<file path="src/rtl/bird_sprite_core.sv">
// Bird sprite overlay: pixel-to-bitmap addressing, palette lookup and compositing, 3-cycle latency.
// Optional BIRD_MIRROR_EN enables horizontal flip via ctrl[10].
module bird_sprite_core #(
  parameter int ADDR_WIDTH = 12,
  parameter int DATA_WIDTH = 3,
  parameter int SPR_SIZE   = 32
) (
  input  logic                  clk,
  input  logic                  reset,
  input  logic [10:0]           x,
  input  logic [10:0]           y,
  input  logic                  frame_tick,
  input  logic                  wr_en,
  input  logic [1:0]            wr_addr,
  input  logic [31:0]           wr_data,
  output logic [ADDR_WIDTH-1:0] ram_addr,
  input  logic [DATA_WIDTH-1:0] ram_dout,
  input  logic [11:0]           si_rgb,
  output logic [11:0]           so_rgb
);

  localparam int CW = $clog2(SPR_SIZE);

  logic [10:0] x0_p, y0_p, ctrl_p;
  logic [10:0] x0_n, y0_n, ctrl_n;
  logic [10:0] x0_a, y0_a, ctrl_a;
  logic [3:0]  tick_cnt;
  logic [1:0]  anim_frame;

  // Next pending values; a write in the same cycle as frame_tick is what gets committed.
  always_comb begin
    x0_n   = x0_p;
    y0_n   = y0_p;
    ctrl_n = ctrl_p;
    if (wr_en) begin
      case (wr_addr)
        2'd0:    x0_n   = wr_data[10:0];
        2'd1:    y0_n   = wr_data[10:0];
        2'd2:    ctrl_n = wr_data[10:0];
        default: ;
      endcase
    end
  end

  always_ff @(posedge clk or posedge reset) begin
    if (reset) begin
      x0_p   <= '0;
      y0_p   <= '0;
      ctrl_p <= '0;
      x0_a   <= '0;
      y0_a   <= '0;
      ctrl_a <= '0;
    end else begin
      x0_p   <= x0_n;
      y0_p   <= y0_n;
      ctrl_p <= ctrl_n;
      if (frame_tick) begin
        x0_a   <= x0_n;
        y0_a   <= y0_n;
        ctrl_a <= ctrl_n;
      end
    end
  end

  // Animation steps use the control value that was active during the frame just ended.
  logic [3:0] period_eff;
  assign period_eff = (ctrl_a[7:4] == 4'd0) ? 4'd1 : ctrl_a[7:4];

  always_ff @(posedge clk or posedge reset) begin
    if (reset) begin
      tick_cnt   <= '0;
      anim_frame <= '0;
    end else if (frame_tick) begin
      if (ctrl_a[1]) begin
        if ({1'b0, tick_cnt} + 5'd1 >= {1'b0, period_eff}) begin
          tick_cnt   <= '0;
          anim_frame <= anim_frame + 2'd1;
        end else begin
          tick_cnt <= tick_cnt + 4'd1;
        end
      end else begin
        tick_cnt <= '0;
      end
    end
  end

  logic [1:0]  frame;
  logic [11:0] xe, ye, x0e, y0e, dx, dy;
  logic        hit;
  logic [CW-1:0] col, row;

  assign frame = ctrl_a[1] ? anim_frame : ctrl_a[3:2];
  assign xe    = {1'b0, x};
  assign ye    = {1'b0, y};
  assign x0e   = {1'b0, x0_a};
  assign y0e   = {1'b0, y0_a};
  assign dx    = xe - x0e;
  assign dy    = ye - y0e;
  assign hit   = ctrl_a[0] && (xe >= x0e) && (xe < x0e + 12'(SPR_SIZE))
                           && (ye >= y0e) && (ye < y0e + 12'(SPR_SIZE));
  assign row   = dy[CW-1:0];
`ifdef BIRD_MIRROR_EN
  assign col   = ctrl_a[10] ? ~dx[CW-1:0] : dx[CW-1:0];
`else
  assign col   = dx[CW-1:0];
`endif

  logic unused_bits;
  assign unused_bits = &{1'b0, ctrl_a[10:8], wr_data[31:11], dx[11:CW], dy[11:CW]};

  function automatic logic [11:0] pal(input logic [DATA_WIDTH-1:0] idx);
    case (idx)
      3'd1:    pal = 12'hF00;
      3'd2:    pal = 12'hFF0;
      3'd3:    pal = 12'hF80;
      3'd4:    pal = 12'h000;
      3'd5:    pal = 12'hFFF;
      3'd6:    pal = 12'h0F0;
      3'd7:    pal = 12'h00F;
      default: pal = 12'h000;
    endcase
  endfunction

  logic        hit1, hit2;
  logic [11:0] bg1, bg2;

  always_ff @(posedge clk or posedge reset) begin
    if (reset) begin
      ram_addr <= '0;
      hit1     <= 1'b0;
      hit2     <= 1'b0;
      bg1      <= '0;
      bg2      <= '0;
      so_rgb   <= '0;
    end else begin
      ram_addr <= {frame, row, col};
      hit1     <= hit;
      bg1      <= si_rgb;
      hit2     <= hit1;
      bg2      <= bg1;
      so_rgb   <= (hit2 && ram_dout != '0) ? pal(ram_dout) : bg2;
    end
  end

endmodule
</file>
<file path="config.mk">
export PLATFORM = sky130hd
export DESIGN_NAME = bird_sprite_core
export DESIGN_NICKNAME = d
export VERILOG_FILES = /design/src/rtl/bird_sprite_core.sv
export SDC_FILE = /design/constraint.sdc
export NUM_CORES = 1
export LEC_CHECK = 0
export CORE_MARGIN = 4
export CORE_UTILIZATION = 52
export CTS_BUF_LIST = sky130_fd_sc_hd__clkbuf_16
export CTS_CLUSTER_DIAMETER = 30
export DETAILED_ROUTE_END_ITERATION = 10
export GPL_ROUTABILITY_DRIVEN = 0
export GPL_TIMING_DRIVEN = 0
export PLACE_DENSITY = 0.86
export SLEW_MARGIN = 20
export SYNTH_ARGS = -nofsm -noshare
export SYNTH_HDL_FRONTEND = slang
export SYNTH_SLANG_ARGS = --single-unit
export TNS_END_PERCENT = 5
</file>
<file path="constraint.sdc">
create_clock -name clk -period 4.2 [get_ports clk]
set_input_delay 0.84 -clock clk [delete_from_list [all_inputs] [get_ports clk]]
set_output_delay 0.84 -clock clk [all_outputs]
set_load 0.05 [all_outputs]
</file>
### Word level (Yosys, flattened, before mapping)

Cells that the tools add are included.

| storage, ports and cells | value |
|---|---|
| bits in registers | 119 |
| input bits | 75 |
| output and inout bits | 24 |
| logic and storage cells | 55 |

| cells by class | value |
|---|---|
| $add $sub $neg | 7 |
| $lt $le $gt $ge | 5 |
| equality and inequality tests | 8 |
| multiplexer cells | 12 |
| reductions and logical operators | 9 |

Operators with widths:

| kind | count |
|---|---|
| $pmux W12 S6 | 1 |
| $mux W11 | 6 |
| $add A11 B6 Y12 const B | 2 |
| $lt A11 B12 Y1 | 2 |
| $ge A11 B11 Y1 | 2 |
| $mux W12 | 1 |
| $mux W4 | 3 |
| $sub A5 B5 Y5 | 2 |
| $eq A3 B3 Y1 const B | 3 |
| $eq A3 B2 Y1 const B | 2 |
| $add A4 B1 Y5 const B | 1 |
| $ge A5 B4 Y1 | 1 |
| $logic_and A1 B1 Y1 | 5 |
| $add A4 B1 Y4 const B | 1 |
| $logic_not A4 Y1 | 1 |
| $eq A3 B1 Y1 const B | 1 |
| $reduce_and A3 Y1 | 1 |
| $reduce_bool A3 Y1 | 1 |
| $add A2 B1 Y2 const B | 1 |
| $eq A2 B1 Y1 const B | 1 |
| $eq A2 B2 Y1 const B | 1 |
| $logic_not A2 Y1 | 1 |
| $mux W2 | 1 |

### Logic depth before layout (Yosys ltp)

Gate-level depths: netlist of run 1.

| depth | value |
|---|---|
| word-level depth | 5 |
| depth in mapped cells | 10 |
| depth with buffers taken out | 10 |

### Least setup slack after synthesis of run 1

Ideal clock, no wire load.

| path | value |
|---|---|
| path type | input to register |
| from | input y[0] |
| to | register hit1 |
| setup time | 0.125 ns |
| data arrival time | 2.096 ns |
| required time | 4.075 ns |
| slack | 1.979 ns |
| cell stages on the path | 8 |
| path buffers | 0 |
| path through | inv_1 > ha_1 > fa_1 > nand2b_1 > a21oi_1 > o311ai_0 > a21oi_1 > nor4_2 |

| on the way | value |
|---|---|
| cells in the longest elaborated chain, start to end | 3 |
| elaborated cells on any way between the ends | 4 |
| those cells by class | order compare (2); reduce/logical (2) |

RTL lines:

| what | RTL line | RTL |
|---|---|---|
| from (decl) | 11 | `input logic [10:0] y,` |
| $ge A11 B11 Y1 | 100 | `&& (ye >= y0e) && (ye < y0e + 12'(SPR_SIZE));` |
| $logic_and A1 B1 Y1 | 100 |  |
| $logic_and A1 B1 Y1 * | 100 |  |
| net hit | 89 | `logic hit;` |
| to (signal assigned) | 137 | `hit1 <= hit;` |
| to (decl) | 124 | `logic hit1, hit2;` |

Mark *: on every way through the listed nets, which the timed path passes. The rest lies on a longest branch.
A chain may end at the register's enable or synchronous reset.

### Worst setup path in the final report of run 1

Ends and elaborated chain as after synthesis.

==> key figures, run 1 <==
Outcome
  • Outcome: finished clean

Detailed routing
  • Initial DRT Pass Iterations: 4
  • Drt via density: between 5 and 6
  • Final WL: about 11000 µm
  • Wire length per cell: 16.6 µm
  • DRC: 0
  • Starting DRT DRC Count: between 200 and 300
  • DRT antenna net count: 0
  • Vias: 3773

Synth
  • Synth Instances: 451
  • Post-synthesis net count: 569
  • Post-synth top flop: dfrtp_1
  • YS warnings: 0
  • Simple-Gate Fraction of Synth Area: 0.0815
  • Main combinational cell family by area after synthesis: adder cells
  • Post-Synth Adder-Cell Area: 0.106
  • Syn Area/Cell: 11.6 µm²
  • Compound-cell area share of the yosys netlist: 0.100
  • Synth async-reset ratio: 1.00
  • Post-synth EDFFs: 0
  • #FFs+latches synth: roughly 120
  • Xor/xnor share of the synthesized area: 0.0268
  • Mux cell area share after synthesis: 0.0877
  • Synthesized area: about 0.0052 mm²
  • Seq/Total Area, Yosys: 0.554
  • Synth cell types: 41

Clock tree
  • Max H-tree Level: 4
  • Root buffer cell: clkbuf_16
  • Post-cts resize count: 0
  • CTS tree: done
  • Sink Count: 116
  • Hold_buf cts: 0
  • Clk_lat worst skew: 0.41 ns
  • Deepest clock path buffer count: 2
  • Postcts setup bufs: 0
  • CTS Buf Count: 17
  • Reg clk slew, reported paths: 0.05 ns

Cells and area
  • N_diodes: 0
  • Most frequent cells in the layout: dfrtp_1 (116), clkdlybuf4s50_1 (75), inv_1 (50), ha_1 (41), mux2_2 (39)
  • Area Growth Syn to Fin: 28.6%
  • Final instance area: between 0.006 and 0.007 mm²
  • Area occupied by multi-input gates: 0.00210 mm²
  • Final Net Count: ~660
  • Seq. cell area: slightly below 0.003 mm²
  • Filler cells: approximately 700
  • Most common cell after layout, fill and taps aside: dfrtp_1
  • Fraction of layout cells with a size suffix above 1: 0.129

Timing
  • Clock Skews: between 0.005 and 0.006 ns
  • Max_slew headroom: 0.627
  • Setup Viol. Count Final: 0
  • Final period utilization: 0.607
  • Fin. max-slew vios: 0
  • Final hold violations: 0
  • F_max: 0.392 GHz
  • Worst hold slack: 0.344 ns
  • RSZ-0062 raised after global routing: false
  • Fin crit period: 2.55 ns
  • Slew @ Worst Pin: 0.559 ns

Floorplan
  • Core footprint: 0.00977 mm²
  • Starting Density: 0.536
  • Die Width: 108 µm
  • Total Die Area: ~0.012 mm²
  • Die height: 108 µm
  • Number of placed I/O pins: 99
  • Site Rows: 36

Critical path
  • Crit-path slowest cell: clkdlybuf4s50_1
  • CP Max Fanout: 2
  • Worst Setup Path Type: input pin to flop
  • Critical path cell sequence: clkdlybuf4s50_1 > inv_1 > ha_1 > fa_1 > nand2b_1 > a21oi_1 > o311ai_0 > a21oi_1 > nor4_2
  • Kind of start point of the critical path: input pin
  • Crit path capture: hit1
  • RR Endpoint: hit1
  • R2R Setup Slk: 1.86 ns
  • Crit path top cell by count: a21oi_1
  • Worst path required time: 4.48 ns
  • Worst-case reg-to-reg path depth: 9
  • Worst Setup SP: y[0]
  • Critical Path Sink Type: flop
  • Worst EP arrival: 2.83 ns
  • Reg-to-reg startpoint: y0_a[7]
  • CP peak stage delay: 0.46 ns

Power and ir drop
  • Combinational Power Share: 0.264
  • Flop pwr share: 0.376
  • Sw Share: 0.310
  • P_int: 2.58 mW
  • Power per standard cell area: roughly 560 mW/mm²
  • Total power: 3.74 mW
  • NetSw: 1.16 mW
  • P_leak: just over 3 nW
  • Peak VDD IR: 0.000379 V
  • Clock network power share: 0.359

Global routing
  • Initial antenna violation count: 0
  • GRT Util Overall: 0.210
  • Total gr overflow: 0
  • Vias in the first global route: 3983
  • Largest net degree at the start of global routing: 70
  • First-pass GRT wire length: 18700 µm

Placed design
  • Quantity of I/O buffers inserted on ports: 75
  • Post-DP Area: 0.00619 mm²
  • Detailed placement HPWL: 8120 µm

Min path
  • HP Class: flop to flop

Flow run
  • Max Cap Violations: 0
## through the flow
step | TNS, ns | setup slack (ns) | util | instances
after CTS | 0 | 1.66 | 0.689 | 692
after global routing | 0 | 1.52 | 0.689 | 692
after detailed placement | 0 | 1.24 | 0.633 | 660
after global placement | -132.58 | -1.15 | 0.630 | 659
after floorplan | 0 | 0.288 | - | 451
final | 0 | 1.65 | 0.689 | 692
## registers in the layout, summed over array words and instances, names as in the netlist
signal,cells
bg1,12
bg2,12
ram_addr,12
so_rgb,12
x0_a,11
x0_p,11
y0_a,11
y0_p,11
ctrl_a,8
ctrl_p,8
tick_cnt,4
anim_frame,2
hit1,1
hit2,1
## worst min-delay path by stage
stage | start | end | cells after the start
floorplan | bg1[0] | bg2[0] | 0
global placement | hit1 | hit2 | 0
detailed placement | bg1[9] | bg2[9] | 0
CTS | bg1[9] | bg2[9] | 0
global route | bg1[9] | bg2[9] | 0
finish | bg1[9] | bg2[9] | 0
## synth_stat cells, types with 5 or more instances
| cell type | instances | area share |
|---|---|---|
| xnor2_1 | 14 | 0.023 |
| ha_1 | 41 | 0.098 |
| clkbuf_1 | 11 | 0.0079 |
| nand3_1 | 17 | 0.016 |
| inv_1 | 48 | 0.034 |
| a21oi_1 | 18 | 0.017 |
| o21ai_0 | 38 | 0.036 |
| nand2_1 | 38 | 0.027 |
| mux2_2 | 39 | 0.084 |
| dfrtp_1 | 116 | 0.55 |
| nor2_1 | 5 | 0.0036 |
| nand2b_1 | 10 | 0.012 |
## power groups by stage
stage                     sequential [mW]  clock, mW  combinational [mW]
final                                1.41       1.34               0.989
after global routing                 1.43       1.41                1.08
after CTS                            1.41       1.36               0.997
after detailed placement             1.42          0               0.984
after global placement               1.41          0               0.935
after floorplan                      1.61          0               0.474
## routing by layer
metal  wire [µm]  vias up  GRT usage
met4         205        0     0.0821
met3         660       21     0.0543
li1            -     1743          -
met2        6080      118      0.371
met1        4540     1891      0.244
met5           0        -          0
## cell families (layout without fill, tap and decap cells)
kind of cell | after synthesis | after routing
AO/OA/AOI/OAI | 87 | 87
XOR/XNOR | 16 | 16
adder cells (fa/ha/maj) | 43 | 43
buffers and inverters | 61 | 169
flip-flops | 116 | 116
multiplexers | 41 | 41
AND/OR/NAND/NOR | 87 | 87
## final cells by class
class / count / area share
sequential: 116 / 0.431
timing repair buffer: 76 / 0.116
clock inverter: 15 / 0.0186
inverter: 48 / 0.0275
tap: 133 / 0.0247
clock buffer: 17 / 0.0631
multi-input combinational: 274 / 0.312
buffer: 13 / 0.00761
## worst max-delay path: cells and delay by family
| kind | cells | cell delay (ns) |
|---|---|---|
| AOI/OAI and AO/OA | 3 | 0.61 |
| adders and majority gates | 2 | 0.61 |
| buffers and inverters | 2 | 0.50 |
| and+or+nand+nor | 2 | 0.27 |
Power figures use the tool's default switching activity.
==> run 2, diff against run 1 <==
==> constraint.sdc (replaced) <==
create_clock -name clk -period 2.5 [get_ports clk]
set_input_delay 0.5 -clock clk [delete_from_list [all_inputs] [get_ports clk]]
set_output_delay 0.5 -clock clk [all_outputs]
set_load 0.05 [all_outputs]
==> run 2 against run 1 <==
Net effect:
- first-iteration DRC count fell by 36%
- flip-flop and latch count did not move
- critical path depth did not move
- clock power rose by 88%
- die area did not move
- power rose by 76%
- via count rose by 0.66%
- register-to-register slack got worse by 1.7 ns
- wire length rose by 5.5%
- largest cell class unchanged
- largest power group is now clock
==> key figures, run 2 (synthesized netlist as in run 1, its figures left out) <==
Timing
  • Fin crit period: 2.34 ns
  • Fin. max-slew vios: 0 (unchanged)
  • Clock Skews: 0.00422 ns (was 0.00527 ns)
  • RSZ-0062 raised after global routing: false (unchanged)
  • Setup Viol. Count Final: 0 (unchanged)
  • Slew @ Worst Pin: 0.570 ns (was 0.559 ns)
  • F_max: between 0.4 and 0.5 GHz
  • Final hold violations: 0 (unchanged)
  • Max_slew headroom: 0.620 (was 0.627)
  • Final period utilization: 0.938

Cells and area
  • Seq. cell area: 0.00290 mm² (about the same)
  • Fin cells: 695 (was 692)
  • Area Growth Syn to Fin: 31.0% (was 28.6%)
  • N_diodes: 0 (unchanged)
  • Final Net Count: 667 (was 664)
  • Most frequent cells in the layout: dfrtp_1 (115), clkdlybuf4s50_1 (75), inv_1 (48), ha_1 (41), mux2_2 (39) (was dfrtp_1 (116), clkdlybuf4s50_1 (75), inv_1 (50), ha_1 (41), mux2_2 (39))
  • Filler cells: 675 (was 698)
  • Most common cell after layout, fill and taps aside: dfrtp_1 (unchanged)
  • Fraction of layout cells with a size suffix above 1: 0.142 (was 0.129)
  • Area occupied by multi-input gates: 0.00210 mm² (unchanged)

Global routing
  • GRT Util Overall: 0.217 (was 0.210)
  • Largest net degree at the start of global routing: 35 (was 70)
  • Initial antenna violation count: 0 (unchanged)
  • Total gr overflow: 0 (unchanged)
  • Vias in the first global route: 4106 (was 3983)
  • First-pass GRT wire length: 19600 µm (was 18700 µm)

Placed design
  • Detailed placement HPWL: 8390 µm (was 8120 µm)
  • Placed Cells: 663 (was 660)
  • Quantity of I/O buffers inserted on ports: 75 (unchanged)

Floorplan
  • Total Die Area: 0.0117 mm² (unchanged)
  • Starting Density: 0.536 (unchanged)
  • Core footprint: 0.00977 mm² (unchanged)
  • Number of placed I/O pins: 99 (unchanged)
  • Die height: 108 µm (unchanged)
  • Die Width: 108 µm (unchanged)
  • Site Rows: 36 (unchanged)

Critical path
  • Critical path cell sequence: and3_1 > nand3_1 > xnor2_1 > ha_1 > a21oi_1 > a32oi_1 > a211o_1 > a31o_1 > nor4_2 (was clkdlybuf4s50_1 > inv_1 > ha_1 > fa_1 > nand2b_1 > a21oi_1 > o311ai_0 > a21oi_1 > nor4_2)
  • CP Max Fanout: 5 (was 2)
  • Critical Path Sink Type: flop (unchanged)
  • Worst EP arrival: 2.65 ns (was 2.83 ns)
  • Worst Setup Path Type: flop to flop (was input pin to flop)
  • Kind of start point of the critical path: flop (was input pin)
  • Worst path required time: 2.81 ns (was 4.48 ns)
  • Largest delay contributor family on the critical path: compound AO/OA/AOI/OAI gates (was adder cells)
  • Crit path buf inv count: 0 (was 2)
  • Crit-path slowest cell: dfrtp_2 (was clkdlybuf4s50_1)
  • CP peak stage delay: 0.41 ns (was 0.46 ns)

Power and ir drop
  • Total power: 6.59 mW (was 3.74 mW)
  • P_leak: 3.11 nW (was 3.07 nW)
  • Peak VDD IR: 0.000580 V (was 0.000379 V)
  • Power per standard cell area: 960 mW/mm² (was 555 mW/mm²)

Clock tree
  • CTS tree: done (unchanged)
  • Root buffer cell: clkbuf_16 (unchanged)
  • Sink Count: 116 (unchanged)
  • Hold_buf cts: 0 (unchanged)
  • CTS Buf Count: 17 (unchanged)
  • Max H-tree Level: 4 (unchanged)
  • Clk_lat worst skew: 0.41 ns (about the same)
  • Deepest clock path buffer count: 2 (unchanged)
  • Reg clk slew, reported paths: 0.05 ns (about the same)

Detailed routing
  • Vias: 3798 (was 3773)
  • DRC: 0 (unchanged)
  • Wire length per cell: 17.4 µm (was 16.6 µm)
  • Drt via density: 5.46 (was 5.45)
  • DRT antenna net count: 0 (unchanged)
  • Starting DRT DRC Count: 178 (was 279)
  • Final WL: 12100 µm (was 11500 µm)
  • Initial DRT Pass Iterations: 4 (unchanged)

Min path
  • HP Class: flop to flop (unchanged)

Outcome
  • Outcome: finished clean (unchanged)

Flow run
  • Max Cap Violations: 0 (unchanged)
## run 2: cell types whose count changed in the layout (fill, tap and decap cells not counted), moves of 2 or more
cell	previous run	this run
clkinv_1	3	1
inv_1	50	48
buf_12	0	3
clkinvlp_4	3	6
bufinv_16	2	4
## run 2: report_power, final
part	internal (mW)	switching, mW
registers	2.21	0.157
logic	0.704	0.991
clock network	1.65	0.867
total	4.57	2.02
## run 2: timing repair
action / CTS / global route
endpoints found under the setup margin: 0 / 1
buffers inserted: 0 / 0
gates resized for setup: 0 / 1
## run 2: worst paths after layout
| path | cells after the start | to | startpoint | slack [ns] |
|---|---|---|---|---|
| max | 9 | hit1 | y0_a[7] | 0.16 |
| min | 0 | bg2[10] | bg1[10] | 0.35 |
| max reg2reg | 9 | hit1 | y0_a[7] | 0.16 |
| min reg2reg | 0 | bg2[10] | bg1[10] | 0.35 |
| max in group asynchronous | 5 | y0_a[7] | reset | 1.31 |
| min in group asynchronous | 2 | ram_addr[9] | reset | 0.37 |
## run 2: final cells by class
type                       count  share of cell area
multi-input combinational    274               0.307
timing repair buffer          79               0.122
clock inverter                15              0.0275
tap                          133              0.0243
clock buffer                  17              0.0620
inverter                      48              0.0268
buffer                        13             0.00748
sequential                   116               0.423
## run 2: per-layer routing
metal,GRT usage,share of wire
met1,0.247,0.40
met2,0.392,0.53
met3,0.0585,0.051
met4,0.0766,0.020
met5,0,0
## run 2: per-stage QoR
step,util,setup TNS [ns],setup slack [ns],hold WS (ns),instance area [µm²]
6_report,0.702,0,0.155,0.346,6860
4_1_cts,0.702,0,0.107,0.345,6860
3_3_place_gp,0.630,-48.21,-0.422,0.333,6160
2_1_floorplan,-,0,0.455,0.331,5240
3_5_place_dp,0.639,-0.128,-0.128,0.337,6250
5_1_grt,0.702,0,0.0547,0.347,6860
